### src/rtl/fifo_pkg.sv
// Shared definitions for the nibble FIFO: default sizes, data type and
// pointer-width helper used by the top level and the storage array.
package fifo_pkg;

    localparam int FIFO_WIDTH_DEF = 4;
    localparam int FIFO_DEPTH_DEF = 8;

    typedef logic [3:0] nibble_t;

    // Pointer width: index bits plus one wrap bit.
    function automatic int ptr_w(input int depth);
        return $clog2(depth) + 1;
    endfunction

endpackage

### src/rtl/fifo_mem.sv
// Storage array for the FIFO: one write port without reset and a registered
// read port with a read-enable. The read register resets to zero and holds
// its value when no read is requested.
module fifo_mem
    import fifo_pkg::*;
#(
    parameter int WIDTH = FIFO_WIDTH_DEF,
    parameter int DEPTH = FIFO_DEPTH_DEF
) (
    input  logic                     clk,
    input  logic                     rst_n_i,
    input  logic                     wr_en_i,
    input  logic [$clog2(DEPTH)-1:0] wr_addr_i,
    input  logic [WIDTH-1:0]         wr_data_i,
    input  logic                     rd_en_i,
    input  logic [$clog2(DEPTH)-1:0] rd_addr_i,
    output logic [WIDTH-1:0]         rd_data_o
);

    logic [WIDTH-1:0] mem_q [DEPTH];
    logic [WIDTH-1:0] rd_data_q;

    // Write port: contents are deliberately not reset.
    always_ff @(posedge clk) begin
        if (wr_en_i) begin
            mem_q[wr_addr_i] <= wr_data_i;
        end
    end

    // Read port: capture the addressed word on a read, otherwise hold.
    always_ff @(posedge clk or negedge rst_n_i) begin
        if (!rst_n_i) begin
            rd_data_q <= '0;
        end else if (rd_en_i) begin
            rd_data_q <= mem_q[rd_addr_i];
        end
    end

    assign rd_data_o = rd_data_q;

endmodule

### src/rtl/sync_fifo_4.sv
// Synchronous FIFO buffering nibbles from the upstream register. Holds the
// pointers, occupancy count, accept logic and sticky protocol-error flags;
// the storage lives in fifo_mem.
module sync_fifo_4
    import fifo_pkg::*;
#(
    parameter int WIDTH       = FIFO_WIDTH_DEF,
    parameter int DEPTH       = FIFO_DEPTH_DEF,
    parameter int AFULL_LEVEL = 6
) (
    input  logic                   clk,
    input  logic                   reset_n,
    input  logic                   wr_en,
    input  logic [WIDTH-1:0]       wr_data,
    output logic                   full,
    output logic                   almost_full,
    input  logic                   rd_en,
    output logic [WIDTH-1:0]       rd_data,
    output logic                   rd_valid,
    output logic                   empty,
    output logic [$clog2(DEPTH):0] count,
    input  logic                   clr_err,
    output logic                   overflow,
    output logic                   underflow
);

    localparam int PW = ptr_w(DEPTH);
    localparam int AW = PW - 1;

    logic [PW-1:0] wr_ptr_q, wr_ptr_d;
    logic [PW-1:0] rd_ptr_q, rd_ptr_d;
    logic [PW-1:0] count_q, count_d;
    logic          rd_valid_q;
    logic          overflow_q, overflow_d;
    logic          underflow_q, underflow_d;
    logic          wr_accept_s;
    logic          rd_accept_s;

    // Status flags decode the registered count only, so they never glitch.
    assign full        = (count_q == PW'(DEPTH));
    assign empty       = (count_q == {PW{1'b0}});
    assign almost_full = (count_q >= PW'(AFULL_LEVEL));

    // A read frees a slot in the same edge, so a write at full still fits.
    assign rd_accept_s = rd_en && !empty;
    assign wr_accept_s = wr_en && (!full || rd_accept_s);

    // Next-state pointers and occupancy from the accepted operations.
    always_comb begin
        wr_ptr_d = wr_ptr_q;
        rd_ptr_d = rd_ptr_q;
        count_d  = count_q;
        if (wr_accept_s) begin
            wr_ptr_d = wr_ptr_q + {{(PW-1){1'b0}}, 1'b1};
        end else begin
            wr_ptr_d = wr_ptr_q;
        end
        if (rd_accept_s) begin
            rd_ptr_d = rd_ptr_q + {{(PW-1){1'b0}}, 1'b1};
        end else begin
            rd_ptr_d = rd_ptr_q;
        end
        case ({wr_accept_s, rd_accept_s})
            2'b10:   count_d = count_q + {{(PW-1){1'b0}}, 1'b1};
            2'b01:   count_d = count_q - {{(PW-1){1'b0}}, 1'b1};
            default: count_d = count_q;
        endcase
    end

    // Sticky error flags: a new error takes priority over a clear.
    always_comb begin
        overflow_d  = overflow_q;
        underflow_d = underflow_q;
        if (wr_en && !wr_accept_s) begin
            overflow_d = 1'b1;
        end else if (clr_err) begin
            overflow_d = 1'b0;
        end else begin
            overflow_d = overflow_q;
        end
        if (rd_en && empty) begin
            underflow_d = 1'b1;
        end else if (clr_err) begin
            underflow_d = 1'b0;
        end else begin
            underflow_d = underflow_q;
        end
    end

    // State registers; reset discards contents without needing a clock.
    always_ff @(posedge clk or negedge reset_n) begin
        if (!reset_n) begin
            wr_ptr_q    <= '0;
            rd_ptr_q    <= '0;
            count_q     <= '0;
            rd_valid_q  <= 1'b0;
            overflow_q  <= 1'b0;
            underflow_q <= 1'b0;
        end else begin
            wr_ptr_q    <= wr_ptr_d;
            rd_ptr_q    <= rd_ptr_d;
            count_q     <= count_d;
            rd_valid_q  <= rd_accept_s;
            overflow_q  <= overflow_d;
            underflow_q <= underflow_d;
        end
    end

    fifo_mem #(
        .WIDTH (WIDTH),
        .DEPTH (DEPTH)
    ) u_mem (
        .clk       (clk),
        .rst_n_i   (reset_n),
        .wr_en_i   (wr_accept_s),
        .wr_addr_i (wr_ptr_q[AW-1:0]),
        .wr_data_i (wr_data),
        .rd_en_i   (rd_accept_s),
        .rd_addr_i (rd_ptr_q[AW-1:0]),
        .rd_data_o (rd_data)
    );

    assign count     = count_q;
    assign rd_valid  = rd_valid_q;
    assign overflow  = overflow_q;
    assign underflow = underflow_q;

endmodule

### config.mk
export PLATFORM = sky130hd
export DESIGN_NAME = sync_fifo_4
export DESIGN_NICKNAME = d
export VERILOG_FILES = /design/src/rtl/fifo_pkg.sv /design/src/rtl/fifo_mem.sv /design/src/rtl/sync_fifo_4.sv
export SDC_FILE = /design/constraint.sdc
export NUM_CORES = 1
export LEC_CHECK = 0
export BUFFER_PORTS_ARGS = -buffer_cell sky130_fd_sc_hd__buf_4
export CAP_MARGIN = 40
export CORE_MARGIN = 5
export CORE_UTILIZATION = 45
export CTS_BUF_LIST = sky130_fd_sc_hd__clkbuf_8 sky130_fd_sc_hd__clkbuf_16
export DETAILED_ROUTE_END_ITERATION = 10
export HOLD_SLACK_MARGIN = 0.06
export PLACE_DENSITY_LB_ADDON = 0.15
export SLEW_MARGIN = 10
export SYNTH_ARGS = -nofsm -noshare
export SYNTH_HDL_FRONTEND = slang
export SYNTH_HIERARCHICAL = 1
export SYNTH_SLANG_ARGS = --single-unit
### constraint.sdc
create_clock -name clk -period 4.1 [get_ports clk]
set_input_delay 0.615 -clock clk [delete_from_list [all_inputs] [get_ports clk]]
set_output_delay 0.615 -clock clk [all_outputs]
set_load 0.02 [all_outputs]
Word-level counts from Yosys, hierarchy flattened
Memory sizes are Yosys's and may differ from the RTL's. A register that Yosys moved wholly into a read port is not among the register bits.
Index checks and enable logic that the tools add are counted.
- flip-flop bits (word level): 15
- memory bits (writable): 32
- output and inout port bits: 14
- word-level logic and storage cells: 34
- memories kept: 1
- add/sub/neg operators: 4
- $lt $le $gt $ge: 1
- equal/unequal tests: 3
- muxes and demuxes: 6
- reduce and logical (&&, ||, !) cells: 13
- memories (name ; depth ; bits a word ; rd ports ; clocked after memory_dff ; wr ports ; line ; source):
    u_mem.mem_q ; 8 ; 4 ; 1 ; 1 ; 1 ; fifo_mem.sv:20 ; logic [WIDTH-1:0] mem_q [DEPTH];
- operator list (cell ; number):
    $add 4x1->4 const B ; 3
    $pmux 4 s2 ; 1
    $reduce_bool 2->1 ; 3
    $mux 1 ; 5
    $eq 4x4->1 const B ; 1
    $ge 4x3->1 const B ; 1
    $logic_and 1x1->1 ; 4
    $logic_not 1->1 ; 4
    $logic_not 4->1 ; 1
    $sub 4x1->4 const B ; 1
    $eq 2x1->1 const B ; 1
    $eq 2x2->1 const B ; 1
    $logic_or 1x1->1 ; 1

Depth between registers and ports, before layout
- depth after elaboration: 8
- depth in mapped cells: 11
- mapped depth without buffers: 10

Hierarchy
The synthesis kept the hierarchy.
- modules (own cells, without submodules) (module ; times used ; cells an instance ; area an instance (µm²)):
    fifo_mem ; 1 ; 87 ; 1456.4
    sync_fifo_4 ; 1 ; 62 ; 719.4

Worst setup path before layout
OpenSTA, ideal clock, no wires.
- kind: register to register
- start: register count_q[1], in the netlist count[1]
- end: register count_q[3], in the netlist count[3]
- setup time: 0.092 ns
- data arrival time: 2.615 ns
- path slack: 1.393 ns
- stages on the path, launching flop included: 12
- buffers on the path: 1
- cells stage by stage: dfrtp_1 > or3_1 > buf_6 > o21ai_2 > inv_1 > nand2b_1 > inv_1 > ha_1 > or2_2 > and2_1 > a221o_1 > o221ai_1
- word-level cells in the longest chain between the ends: 7
- ends and longest elaborated chain (element ; line ; source):
    start: declaration ; sync_fifo_4.sv:32 ; logic [PW-1:0] count_q, count_d;
    start signal: assignment ; sync_fifo_4.sv:102 ; count_q <= count_d;
    $logic_not 4->1 (*) ; sync_fifo_4.sv:41 ; assign empty = (count_q == {PW{1'b0}});
    $logic_not 1->1 (*) ; sync_fifo_4.sv:45 ; assign rd_accept_s = rd_en && !empty;
    $logic_and 1x1->1 (*) ; sync_fifo_4.sv:45 ;
    net rd_accept_s ; sync_fifo_4.sv:37 ; logic rd_accept_s;
    $logic_or 1x1->1 ; sync_fifo_4.sv:46 ; assign wr_accept_s = wr_en && (!full || rd_accept_s);
    $logic_and 1x1->1 ; sync_fifo_4.sv:46 ;
    $eq 2x1->1 / $eq 2x2->1 (equally long branches) ; sync_fifo_4.sv:63 ; case ({wr_accept_s, rd_accept_s})
    $pmux 4 s2 / $reduce_bool 2->1 (equally long branches) ; -- ;
Mark *: on every way through the listed nets, which the timed path passes. The rest lies on a longest branch.
A chain may end at the register's enable or synchronous reset.

Final worst setup path
Same ends and word-level chain as after synthesis.

==> run metrics <==
status finished, final reports clean; Mean Syn Cell Area 14.6 um^2; Reg2Reg Depth 10; Leak 1.00 nW; CP Capture Type flop; clk slew on worst S/H paths 90 ps; Top FF cell, synth edfxtp_1; Die Width between 70 and 80 um; Core Area ~0.0047 mm^2; Via Count between 1000 and 1500; initial antenna violation count 0; P&R area growth vs syn 14.0%; FF-to-FF setup slack 1160 ps; busiest grt layer met2; Vias/cell 5.07; Worst Skew 6.29 ps; vias in the first global route 1218; Pwr Density 694 mW/mm^2; Slew headroom 60.5%; Syn Std Cell Area approximately 0.0022 mm^2; row cnt 25; cell taking the most area after synthesis edfxtp_1; Placed Cells 235; RR Endpoint count[3]; post-synthesis simple-gate area fraction 8.17%; Inserted Diodes 0; drt first pass iters 4; Slew @ Worst Pin around 590 ps; M1 GR Usage 17.6%; post-synthesis compound-gate area fraction approximately a tenth; maxcap violations 0; CP Data Arrival Time 3150 ps; Synth area leaders edfxtp_1 44%, dfrtp_1 20%, mux2i_1 7.8%; kind of critical path flop to flop; largest family of logic cells by synthesized area compound AO/OA/AOI/OAI gates; Final Non-Filler Cells about 240; average wire per standard cell roughly 15 um; WL final 3.76 mm; number of I/O pins 23; number of flops mapped to enable cells by yosys 32; post-CTS sizing 0; gr usage total 13.0%; CP max FO 12; Clock Path Buffers 2; FILL cells around 420; maximum VDD drop approximately 300 uV; Seq/Total Area, Yosys 63.7%; RR Startpoint count[1]; XOR/XNOR share of the synthesized area 2.82%; met2 usage 19.9%; Finished Core Util 52.5%; final worst-path cycle share 71.8%; Final Setup Violations 0; CP startpoint count[1]; Post-Synth Adder-Cell Area 3.22%; syn nets 163; max-slew violations 0; hold_ws 162 ps; Die Ht approximately 80 um; clk root buf clkbuf_8; met3 usage 3.61%; largest net degree at the start of global routing 18; Cell variety after synth 34; Final Hold Violating Endpoints 0; post-synthesis mux area share 9.03%; routability congestion estimate 0.745; yosys warns 6; Place WS 1170 ps; clk sinks 49; # Post-CTS Setup Buffers 0; area fraction of the dominant cell type after synthesis 44.2%; fmax 340 MHz; Iter 0 DRT Violations between 80 and 90; Final HPWL DP 2.83 mm; Startpoint Class flop; die footprint 0.00633 mm^2; starting density of the core around 46%; nets between 150 and 200; final setup TNS 0 ps; register bit count reported by yosys 49; CP required around 4300 ps; CTS Buf Count 5; H-tree depth 2; layout cells sized above 1 21.0%; total gr overflow 0; Gate Count Post-Synth 149; top post-synthesis cells by count 32 x edfxtp_1, 17 x dfrtp_1, 17 x mux2i_1; CTS tree yes; DRC viols 0; ANT nets after route 0; RSZ-0062 raised after global routing no; # hold bufs at CTS 0; async set-reset flop share out of synthesis 34.7%; hold crit path type primary input to async pin; post-layout worst setup margin roughly 1200 ps; # port buffers 22; Period minus WS final approximately 3000 ps; most frequent cell after synthesis edfxtp_1; Clk Latency, worst-skew pair 290 ps; global-route wire length before repair just over 6 mm
==> metrics by stage <==
step                      total power, mW  area (um^2)
after floorplan                      1.27         2180
after global placement               1.43         2380
after detailed placement             1.47         2390
after CTS                            1.74         2480
after global routing                 1.84         2480
final                                1.72         2480
==> worst max-delay path, cell delays in order (launching register included) <==
cell and delay [ps]:
dfrtp_1 430, or3_1 560, o21ai_2 240, inv_1 210, nand2b_1 180, inv_1 80
ha_1 310, or2_2 290, and2_1 180, a221o_1 310, o221ai_1 60
==> routing by layer <==
metal	vias up	routed length [um]
met4	0	29
met3	4	175
met2	24	1830
met5	-	0
met1	605	1730
li1	600	-
==> kinds of logic (layout without fill, tap and decap cells) <==
| kind of cell | after synthesis | after routing |
|---|---|---|
| compound gates | 23 | 23 |
| xor+xnor | 7 | 7 |
| fa+ha+maj | 5 | 5 |
| buf+inv | 10 | 37 |
| flops | 49 | 49 |
| mux | 19 | 19 |
| simple gates | 36 | 36 |
==> how the worst max path moves through the flow <==
stage | to | depth (start not counted)
after floorplan | count[3] | 11
after global placement | count[3] | 10
after detailed placement | count[3] | 10
after CTS | count[3] | 10
after global routing | count[3] | 10
final | count[3] | 10
==> power breakdown <==
part           switching (mW)  total (mW)  internal [mW]
sequential              0.113       0.768          0.655
combinational           0.359       0.685          0.326
clock                   0.151       0.269          0.118
total                   0.623        1.72           1.10
==> state kept, by name, summed over array words and instances (netlist names) <==
| signal | cells |
|---|---|
| overflow | 1 |
| rd_valid | 1 |
| underflow | 1 |
| wr_ptr_q | 3 |
| u_mem/rd_data_o | 4 |
| count | 4 |
| u_mem/mem_q | 32 |
| rd_ptr_q | 3 |
==> layout by cell type (no fill, tap or decap), drive strengths merged, types with 2 or more instances in the layout <==
| cell type | count |
|---|---|
| buf | 23 |
| clkbuf | 5 |
| nand2 | 10 |
| and2b | 2 |
| mux2i | 17 |
| ha | 4 |
| a22o | 2 |
| dfrtp | 17 |
| a22oi | 8 |
| mux2 | 2 |
| inv | 7 |
| a31o | 4 |
| nor3 | 2 |
| nor2 | 9 |
| xor2 | 2 |
| nor2b | 5 |
| clkinvlp | 2 |
| and2 | 2 |
| nand2b | 4 |
| edfxtp | 32 |
| xnor2 | 5 |
==> layout make-up <==
cell class	instances	area [um^2]	area share (%)
clock buffer	5	68.8	2.77
clock inverter	3	18.8	0.757
inverter	6	22.5	0.908
multi-input combinational	90	719	29.0
sequential	49	1390	55.9
tap	67	83.8	3.38
timing repair buffer	23	180	7.27
No activity file was read; power rests on OpenSTA's default activity.
